<file path="src/rtl/fifo_byte_serializer.sv">
// fifo_byte_serializer
// Pops words from a 32-bit FIFO (rd/empty/data_out interface, one cycle read
// latency) and streams each word out as bytes on a valid/ready port.
//
// Ports:
//   clk         system clock, all state on the rising edge
//   rst         asynchronous active-low reset
//   en          enable; new words are fetched only while high
//   fifo_empty  FIFO empty flag
//   fifo_data   FIFO read data, valid the cycle after fifo_rd
//   fifo_rd     FIFO read strobe, one pulse per word
//   out_data    current byte
//   out_valid   out_data valid
//   out_ready   downstream accepts the byte when high with out_valid
//   out_last    high with the final byte of each word
//   busy        high whenever the FSM is not idle
//   word_count  words fully transmitted, wraps silently
module fifo_byte_serializer #(
    parameter int DATA_W    = 32,
    parameter int BYTE_W    = 8,
    parameter int MSB_FIRST = 0,
    parameter int CNT_W     = 16
) (
    input  logic              clk,
    input  logic              rst,
    input  logic              en,
    input  logic              fifo_empty,
    input  logic [DATA_W-1:0] fifo_data,
    output logic              fifo_rd,
    output logic [BYTE_W-1:0] out_data,
    output logic              out_valid,
    input  logic              out_ready,
    output logic              out_last,
    output logic              busy,
    output logic [CNT_W-1:0]  word_count
);

    localparam int NBYTES = DATA_W / BYTE_W;
    localparam int IDX_W  = (NBYTES > 1) ? $clog2(NBYTES) : 1;
    localparam logic [IDX_W-1:0] LAST_IDX = IDX_W'(NBYTES - 1);

    typedef enum logic [1:0] {
        IDLE,
        FETCH,
        LATCH,
        SEND
    } state_t;

    state_t            state, state_nxt;
    logic [DATA_W-1:0] word;
    logic [IDX_W-1:0]  idx;
    logic [IDX_W-1:0]  sel;
    logic              last_byte;
    logic              can_fetch;
    logic              accept;

    assign last_byte = (idx == LAST_IDX);
    assign can_fetch = en && !fifo_empty;
    assign accept    = (state == SEND) && out_ready;

    // Next state and Moore outputs
    always_comb begin
        state_nxt = state;
        fifo_rd   = 1'b0;
        out_valid = 1'b0;
        out_last  = 1'b0;
        busy      = (state != IDLE);
        case (state)
            IDLE: begin
                if (can_fetch) state_nxt = FETCH;
            end
            FETCH: begin
                fifo_rd   = 1'b1;
                state_nxt = LATCH;
            end
            LATCH: begin
                state_nxt = SEND;
            end
            SEND: begin
                out_valid = 1'b1;
                out_last  = last_byte;
                // Back-to-back words skip IDLE so the steady-state rate is
                // NBYTES+2 cycles per word.
                if (out_ready && last_byte) state_nxt = can_fetch ? FETCH : IDLE;
            end
            default: state_nxt = IDLE;
        endcase
    end

    // Byte lane select; index 0 is the first byte on the wire
    always_comb begin
        sel      = (MSB_FIRST != 0) ? (LAST_IDX - idx) : idx;
        out_data = '0;
        for (int unsigned i = 0; i < NBYTES; i++) begin
            if (sel == IDX_W'(i)) out_data = word[i*BYTE_W +: BYTE_W];
        end
    end

    always_ff @(posedge clk or negedge rst) begin
        if (!rst) state <= IDLE;
        else      state <= state_nxt;
    end

    always_ff @(posedge clk or negedge rst) begin
        if (!rst) begin
            word       <= '0;
            idx        <= '0;
            word_count <= '0;
        end else begin
            if (state == LATCH) begin
                word <= fifo_data;
                idx  <= '0;
            end
            if (accept) begin
                if (last_byte) word_count <= word_count + 1'b1;
                else           idx        <= idx + 1'b1;
            end
        end
    end

endmodule

</file>
<file path="config.mk">
export PLATFORM = sky130hd
export DESIGN_NAME = fifo_byte_serializer
export DESIGN_NICKNAME = d
export VERILOG_FILES = /design/src/rtl/fifo_byte_serializer.sv
export SDC_FILE = /design/constraint.sdc
export NUM_CORES = 1
export LEC_CHECK = 0
export CAP_MARGIN = 40
export CELL_PAD_IN_SITES_DETAIL_PLACEMENT = 0
export CELL_PAD_IN_SITES_GLOBAL_PLACEMENT = 1
export CORE_ASPECT_RATIO = 0.6
export CORE_MARGIN = 4
export CORE_UTILIZATION = 38
export DETAILED_ROUTE_END_ITERATION = 8
export MAX_ROUTING_LAYER = met4
export PLACE_DENSITY_LB_ADDON = 0.1
export SYNTH_ARGS = -nofsm -noshare
export SYNTH_HDL_FRONTEND = slang
export SYNTH_SLANG_ARGS = --single-unit
</file>
<file path="constraint.sdc">
create_clock -name clk -period 2.1 [get_ports clk]
set_input_delay 0.525 -clock clk [delete_from_list [all_inputs] [get_ports clk]]
set_output_delay 0.525 -clock clk [all_outputs]
set_load 0.02 [all_outputs]
</file>
# --- After elaboration in Yosys (flattened, before gate mapping) ---
# Cells that the tools add are included.
word_totals:
  in_bits: 37
  output_inout_bits: 28
  regBits: 52
  word_cells: 37
op_classes:
  n_eq_ne: 8
  add_sub_neg: 2
  n_reduce_logical: 9
  n_mux: 14
op_table:
  columns: ["op", "n"]
  rows:
  - ["$mux 8", 4]
  - ["$add 16x1->16 const B", 1]
  - ["$mux 2", 5]
  - ["$eq 2x2->1 const B", 4]
  - ["$pmux 2 s4", 1]
  - ["$eq 2x1->1 const B", 2]
  - ["$logic_not 2->1", 2]
  - ["$mux 1", 4]
  - ["$reduce_and 2->1", 2]
  - ["$logic_and 1x1->1", 3]
  - ["$add 2x1->2 const B", 1]
  - ["$ne 2x1->1 const B", 1]
  - ["$ne 2x2->1 const B", 1]
  - ["$reduce_bool 2->1", 1]
  - ["$logic_not 1->1", 1]

# --- Longest topological paths before layout ---
depth:
  word_depth: 5
  mapped_depth: 7
  ltp_nobuf: 6

# --- Worst setup path after synthesis ---
# No wires, ideal clock.
synth_timing:
  path_type: "reg-to-output"
  from: "register idx[1]"
  to: "output port out_data[4]"
  path_slack_ns: -0.068
  arrival_ns: 1.643
  required_ns: 1.575
  path_buffers: 1
  path_stages_with_launch: 8
  path_cell_list: "dfrtp_1 -> inv_1 -> ha_1 -> clkbuf_1 -> nand2_1 -> o21ai_0 -> mux2i_1 -> o21ai_0"
synth_between:
  elab_chain_cells: 5
synth_lines:
  columns: ["item", "line_no", "rtl"]
  rows:
  - ["start: declaration", "51", "logic [IDX_W-1:0] idx;"]
  - ["start signal: assignment", "116", "else idx <= idx + 1'b1;"]
  - ["$logic_not 2->1", "95", "if (sel == IDX_W'(i)) out_data = word[i*BYTE_W +: BYTE_W];"]
  - ["$mux 8 (3 in series)", "95", null]
  - ["$mux 8 *", "95", null]
  - ["end: declaration", "30", "output logic [BYTE_W-1:0] out_data,"]
# Every way passes the cells marked *; elsewhere a longest branch is shown, timed or not.

# --- Worst setup path after layout ---
layout_timing:
  from: "register idx[0]"
  to: "output port out_data[1]"
# Same word-level chain as after synthesis.

==> metrics.csv <==
metric,value,unit
"Setup violations, final",9,
number of synthesized flops with an enable pin,0,
synth warn,0,
Longest Clk Path Bufs,2,
r2r setup slk,180,ps
Antenna diodes,0,
placer congestion estimate,0.745,
Max VDD drop,0.671,mV
vias per cell,4.81,
row count,22,
CTS Buf Count,5,
Overflow after GRT,0,
critical path launch point type,register,
number of DRC markers in iteration 0,59,
initial antenna violation count,0,
Pleak,1.51,nW
fmax,455,MHz
Slew @ Worst Pin,322,ps
ys async rst share,100,%
Total Power,4.51,mW
Synth Flop Type,dfrtp_1,
CP max FO,16,
Worst-Skew Late Latency,300,ps
Detail Route Antenna Nets,0,
Total GRT Usage,14.3,%
clock transition at the registers of the reported paths,100,ps
# Max-Cap Violations,0,
Worst Path Arrival,1670,ps
final hold vios,0,
Critical path origin,idx[0]$_DFF_PN0_,
syn_nets,257,
setup ws final,-96.3,ps
average cell area after synthesis,11.8,µm²
area share of the largest cell type after synthesis,52.3,%
Hold Path Class,in -> async,
Worst Clk Skew,4.91,ps
largest net degree at the start of global routing,43,
synthesis-to-layout area growth,41.5,%
layout cell share with drive strength beyond 1,29.0,%
Core Area,6220,µm²
Initial Utilization,40.0,%
most common library cells after synthesis,"dfrtp_1, mux2_2, nand2_1",
port bufs,64,
Die H,70.7,µm
Yosys top cell by area,dfrtp_1,
unrepaired setup endpoints after global routing,yes,
die area,7950,µm²
unique cell type count in the Yosys netlist,26,
power density over the cells,1280,nW/µm²
HPWL Detailed,3.91,mm
Setup TNS,-418,ps
#FFs+latches synth,52,
CP endpoint kind,primary output,
Synth area leaders,"dfrtp_1, mux2_2, ha_1, nand2_1, o21ai_0",
wire length of the first global-routing pass,9.03,mm
fill count,560,
outcome,"finished, violations left",
clock sink count,52,
Fin Hold WS,88.0,ps
Max H-tree Level,2,
Gate Count Post-Synth,210,
detailed-route DRC error count,0,
CTS tree,done,
pre-CTS WS,-421,ps
register area share after synthesis,52.3,%
nets,336,
capturing point of the worst reg2reg path,word_count[13]$_DFFE_PN0P_,
DIE WIDTH,112,µm
r2r startpoint,idx[0]$_DFF_PN0_,
vias in the first global route,1842,
Worst EP required,1570,ps
num ports,65,
final cycle utilization of the critical path,105,%
root buf cell,clkbuf_8,
fin crit period,2200,ps
Max-slew headroom,78.5,%
FF-to-FF path depth,10,
count of pins over their slew limit,0,
routed wire length,5.37,mm
crit path kind,reg -> out,
failing checks,setup timing,
Wirelength per Cell,14.4,µm
via count of the routed design,1800,
Mapped Area,2490,µm²
"count leader, synth",dfrtp_1,
first drt pass iteration count,4,
[flip-flops by register name, summed over array words and instances (netlist names)]
signal / count
word_count: 16
word: 32
state: 2
idx: 2
[cells in the final DEF (no fill, tap or decap), drive strengths merged]
master / n
inv: 6
nand3: 5
mux2i: 8
bufinv: 1
clkbuf: 5
and2: 1
a22oi: 1
nor4: 1
mux2: 34
dfrtp: 52
nand2b: 1
xnor2: 10
nor2: 3
and4: 3
nand4: 3
xor2: 5
dlymetal6s2s: 1
nand2: 32
ha: 10
a32oi: 1
nor3: 2
dlygate4sd2: 2
clkdlybuf4s50: 51
o21ai: 19
and3: 2
buf: 27
nand3b: 3
clkinvlp: 1
[final cells by class]
cell class | instances | area, µm² | area share [%]
timing repair buffer | 81 | 793 | 22.5
sequential | 52 | 1300 | 37.0
clock inverter | 3 | 46.3 | 1.31
multi-input combinational | 144 | 1190 | 33.7
clock buffer | 5 | 68.8 | 1.95
inverter | 5 | 18.8 | 0.533
tap | 84 | 105 | 2.99
[logic make-up (layout without fill, tap and decap cells)]
logic type	Yosys count	count (layout)	share of synthesized area [%]
adder cells (fa/ha/maj)	10	10	5.03
AND/OR/NAND/NOR	56	56	12.0
multiplexers	42	42	18.6
XOR/XNOR	15	15	5.28
flip-flops	52	52	52.3
buffers and inverters	14	94	2.31
AO/OA/AOI/OAI	21	21	4.48
[timing repair]
item | in CTS | in global routing
cloned | 0 | 0
gates resized for setup | 72 | 2
pin swaps | 10 | 5
endpoints found under the setup margin | 11 | 10
buffers inserted | 4 | 1
hold buffers | 0 | 0
[metal layers]
layer	GRT usage [%]	share of wire [%]	up-vias
met1	20.1	51	870
met2	20.8	43	44
met4	2.80	0.87	0
met3	3.93	4.8	5
li1	-	-	881
met5	-	0	-
[per-stage QoR]
step                      cells  utilization [%]  cell area, µm²
after floorplan             210                -            2490
after global routing        374             56.6            3520
after detailed placement    362             53.4            3320
after global placement      362             53.4            3320
final                       374             56.6            3520
after CTS                   374             56.6            3520
[critical path, cell delays in order, from the launching register on]
cell,delay [ps]
dfrtp_1,430
buf_4,160
buf_6,120
ha_4,160
buf_12,140
o21ai_1,190
buf_4,180
[power breakdown]
group	internal [mW]	switching [mW]	total [mW]	leakage [nW]
sequential	1.38	0.225	1.60	0.645
clock	0.359	0.343	0.703	0.0548
combinational	1.15	1.05	2.21	0.813
[worst max path at each step]
stage / end / slack [ps] / cells past startpoint
finish: out_data[1] / -100 / 6
global placement: out_data[1] / -390 / 7
global route: out_data[1] / -200 / 7
CTS: out_data[7] / -130 / 8
floorplan: out_data[4] / 80 / 7
detailed placement: out_data[7] / -420 / 7
No activity file was read; power rests on OpenSTA's default activity.
==> RTL edit 1: new RTL, same flow settings <==
Make the reset (`rst`) synchronous in 2 clocked blocks. Comments in the files are not updated.
--- a/src/rtl/fifo_byte_serializer.sv
+++ b/src/rtl/fifo_byte_serializer.sv
@@ -97,10 +97,10 @@
     end
 
-    always_ff @(posedge clk or negedge rst) begin
+    always_ff @(posedge clk) begin
         if (!rst) state <= IDLE;
         else      state <= state_nxt;
     end
 
-    always_ff @(posedge clk or negedge rst) begin
+    always_ff @(posedge clk) begin
         if (!rst) begin
             word       <= '0;
Function: differs if rst is asserted again (counterexample within 4 cycles, from zero or initial values and one cycle with rst low); with rst held inactive, the same outputs for 10 cycles.
==> RTL edit 1 against the unedited design <==
The flow still finishes with violations (negative setup slack). Synthesized cell count is 31% higher. Area after synthesis decreased by 2.6%. Worst setup slack improved by 39 ps. Maximum frequency grew 1.8%. Final area decreased by 4.8%. Critical path depth rose by 2. Routed wire length increased by 15%. Sequential cell count stayed put. Critical path type unchanged. Highest routed layer unchanged.
Power is not compared: it rests on default switching activity, and its combinational part moved more than twofold at a synthesized area within 25%.
==> RTL edit 1: results (changes against the unedited design) <==
outcome=finished, violations left (unchanged); violated checks=negative setup slack (unchanged); crit-path max FO=8 (was 16); WL/cell=14.5 µm (was 14.4 µm); Setup TNS=-99.3 ps (was -418 ps); post-synthesis mux area share=14.5% (was 18.6%); CTS buffer count=5 (unchanged); Post-Synth XOR/XNOR Area=2.89% (was 5.28%); Post-Synth Adder-Cell Area=5.17% (was 5.03%); DRT iter0 DRCs=95 (was 59); Synthesis Warnings=0 (unchanged); H-Tree Depth=2 (unchanged); share of cells above drive strength 1=12.5% (was 29.0%); fillers=591 (was 560); dpl hpwl=4.43 mm (was 3.91 mm); synth unique cells=30 (was 26); Placer Congestion=0.766 (was 0.745); Worst Skew=8.58 ps (was 4.91 ps); asr flop ratio synth=0% (was 100%); CTS clk-pin slew, worst paths=90 ps; Post-synth top cells=dfxtp_1, nor2_1, mux2i_1 (was dfrtp_1, mux2_2, nand2_1); worst hold path type=flop to flop (was primary input to asynchronous set/reset pin); arrival time at the worst endpoint=1630 ps (was 1670 ps); Worst R2R Start=idx[0] (unchanged); Worst R2R Path Depth=7 (was 10); first-pass GRT wire length=9.94 mm (was 9.03 mm); worst setup margin=-57.5 ps (was -96.3 ps); Nets=390 (was 336); Syn Nets=322 (was 257); leakage power=0.00122 µW; Vias=2056 (was 1800); Synth Area in Compound Gates=9.40% (was 4.48%); setup violators final=4 (was 9); GRT Overall Usage=16.3% (was 14.3%); final hold slack=477 ps (was 88.0 ps); Tightest Pin Transition=336 ps (was 322 ps); port buffer count=64 (unchanged); pin count of the biggest net entering global routing=52 (was 43); Area contributors post-synth=dfxtp_1, mux2i_1, nor2_1 (was dfrtp_1, mux2_2, ha_1); sequential-to-total area share from yosys stat=43.0% (was 52.3%); Hold Path Depth=2; vias in the first global route=1895 (was 1842); antenna cells=0 (unchanged); reg2reg end=word_count[12] (was word_count[13])
RTL edit 1: critical path: stages (launching register included):
cell and delay (ps):
dfxtp_2 330, inv_2 80, buf_6 100, ha_4 170, nand3b_1 110, a21oi_2 190
a21oi_2 40, o21ai_1 150, buf_4 160
RTL edit 1: cells by family after synthesis:
kind of cell | count (synthesis)
xor+xnor | 8
flops | 52
buf+inv | 24
mux | 35
compound gates | 43
fa+ha+maj | 10
simple gates | 103
RTL edit 1: repair_timing:
item	4_1_cts	5_1_grt
setup buffers	1	1
pin swaps	7	10
hold endpoints to repair	0	0
endpoints found under the setup margin	12	11
gates resized for setup	61	3
RTL edit 1: metal layers:
metal  GRT usage (%)  share of wire, %  up-vias
met2            19.2                37       64
met4            2.83              0.31        0
met3            4.18               7.6        2
met1            26.6                55      914
met5               -                 0        -
li1                -                 -     1076
RTL edit 1: layout make-up:
| class | instances | share of cell area (%) |
|---|---|---|
| multi-input cells | 199 | 39.9 |
| flip-flops and latches | 52 | 31.2 |
| repair buffers | 78 | 22.6 |
| well taps | 84 | 3.13 |
| clock buffers | 6 | 2.16 |
| inverters | 7 | 0.858 |
| clock inverters | 1 | 0.149 |
RTL edit 1: worst max-delay path by stage:
stage / slack [ps] / cells after the start / endpoint / start
2_1_floorplan: 90 / 7 / out_data[5] / idx[1]
3_3_place_gp: -430 / 7 / out_data[6] / idx[1]
3_5_place_dp: -420 / 7 / out_data[6] / idx[1]
4_1_cts: -50 / 8 / out_data[6] / idx[1]
5_1_grt: -160 / 8 / out_data[7] / idx[1]
6_report: -60 / 8 / out_data[6] / idx[1]
RTL edit 1: stage by stage:
step,cells,cell area (µm²),setup slack [ps]
CTS,426,3340,-54.9
finish,427,3350,-57.5
global route,427,3350,-156
detailed placement,418,3230,-420
global placement,418,3230,-428
floorplan,275,2420,90.6
RTL edit 1: power breakdown:
| group | internal (µW) | switching, µW |
|---|---|---|
| Sequential | 1120 | 106 |
| Combinational | 449 | 442 |
| Clock | 228 | 316 |
| Total | 1800 | 863 |
==> RTL edit 2: new RTL, same flow settings <==
Without the edit above. Set the parameter `CNT_W` to 12 (it was 16).
--- a/src/rtl/fifo_byte_serializer.sv
+++ b/src/rtl/fifo_byte_serializer.sv
@@ -20,5 +20,5 @@
     parameter int BYTE_W    = 8,
     parameter int MSB_FIRST = 0,
-    parameter int CNT_W     = 16
+    parameter int CNT_W     = 12
 ) (
     input  logic              clk,
Interface: changed (resized word_count); port bits go from 65 to 61. No check against the original RTL was run, so the function may have changed too.
==> RTL edit 2 against the unedited design <==
The flow still finishes with violations (negative setup slack). Count of clock-buffer cells in the layout is 1 higher. Final area down 4.1%. Sequential cell count fell by 4. Routed wire length up 3.7%. Area after synthesis shrank 7.9%. Power increased by 12%. Global-route usage is 1.7 points higher. Worst setup slack lost 73 ps. Critical path type unchanged. Critical endpoint is now out_data[3]. Largest power group unchanged. Highest routed layer unchanged.
==> RTL edit 2: results (changes against the unedited design) <==
dpl hpwl=3.80 mm (was 3.91 mm); peak supply drop=0.704 mV (was 0.671 mV); post-synth top area share=52.5% (was 52.3%); routed wl met2=2.45 mm (was 2.33 mm); synth unique cells=25 (was 26); GR Util met3=3.96% (was 3.93%); crit-path max FO=7 (was 16); met1 Use GR=22.6% (was 20.1%); fillers=498 (was 560); post-synthesis mux area share=16.7% (was 18.6%); cts repair resizes=84 (was 72); Finished Layout Cells=358 (was 374); metal3 WL=239 µm (was 258 µm); met2 Resource Use GR=23.5% (was 20.8%); Placer Congestion=0.748 (was 0.745); Setup TNS=-1000 ps (was -418 ps); Area contributors post-synth=dfrtp_1, mux2_2, ha_1 (unchanged); final hold slack=316 ps (was 88.0 ps); violated checks=negative setup slack (unchanged); Post-synth top cells=dfrtp_1, mux2_2, o21ai_0 (was dfrtp_1, mux2_2, nand2_1); arrival time at the worst endpoint=1740 ps (was 1670 ps); setup violators final=8 (was 9); Syn Inst Count=200 (was 210); biggest regs=word (32), word_count (12) (was word (32), word_count (16)); outcome=finished, violations left (unchanged); Vias=1674 (was 1800); share of cells above drive strength 1=35.6% (was 29.0%); Nets=324 (was 336); relative slew slack=59.3% (was 78.5%); worst setup margin=-169 ps (was -96.3 ps); post-route cell area=3380 µm² (was 3520 µm²); Syn Nets=247 (was 257); Post-Place Setup Slack=-490 ps (was -421 ps); first-pass GRT wire length=8.79 mm (was 9.03 mm)
==> RTL edit 2: final timing paths <==
check                          startpoint             end  cells past startpoint
min reg2reg                word_count[11]  word_count[11]                      1
max reg2reg                        idx[0]  word_count[10]                      8
min                                   rst        word[28]                      2
max in group asynchronous             rst          idx[0]                      2
min in group clk           word_count[11]  word_count[11]                      1
max                                idx[0]     out_data[3]                      8
==> RTL edit 2: critical path, stage by stage (launching register included) <==
cell	delay, ps
dfrtp_2	430
buf_4	150
ha_4	180
buf_8	140
a21oi_1	140
o21ai_1	90
o21ai_1	80
o21ai_0	70
buf_2	160
==> RTL edit 2: area by class of cell <==
cell class | count | share of cell area, %
Clock buffer | 6 | 2.45
Clock inverter | 2 | 1.15
Inverter | 8 | 0.963
Multi-Input combinational cell | 135 | 33.9
Sequential cell | 48 | 35.6
Tap cell | 80 | 2.96
Timing Repair Buffer | 79 | 22.9
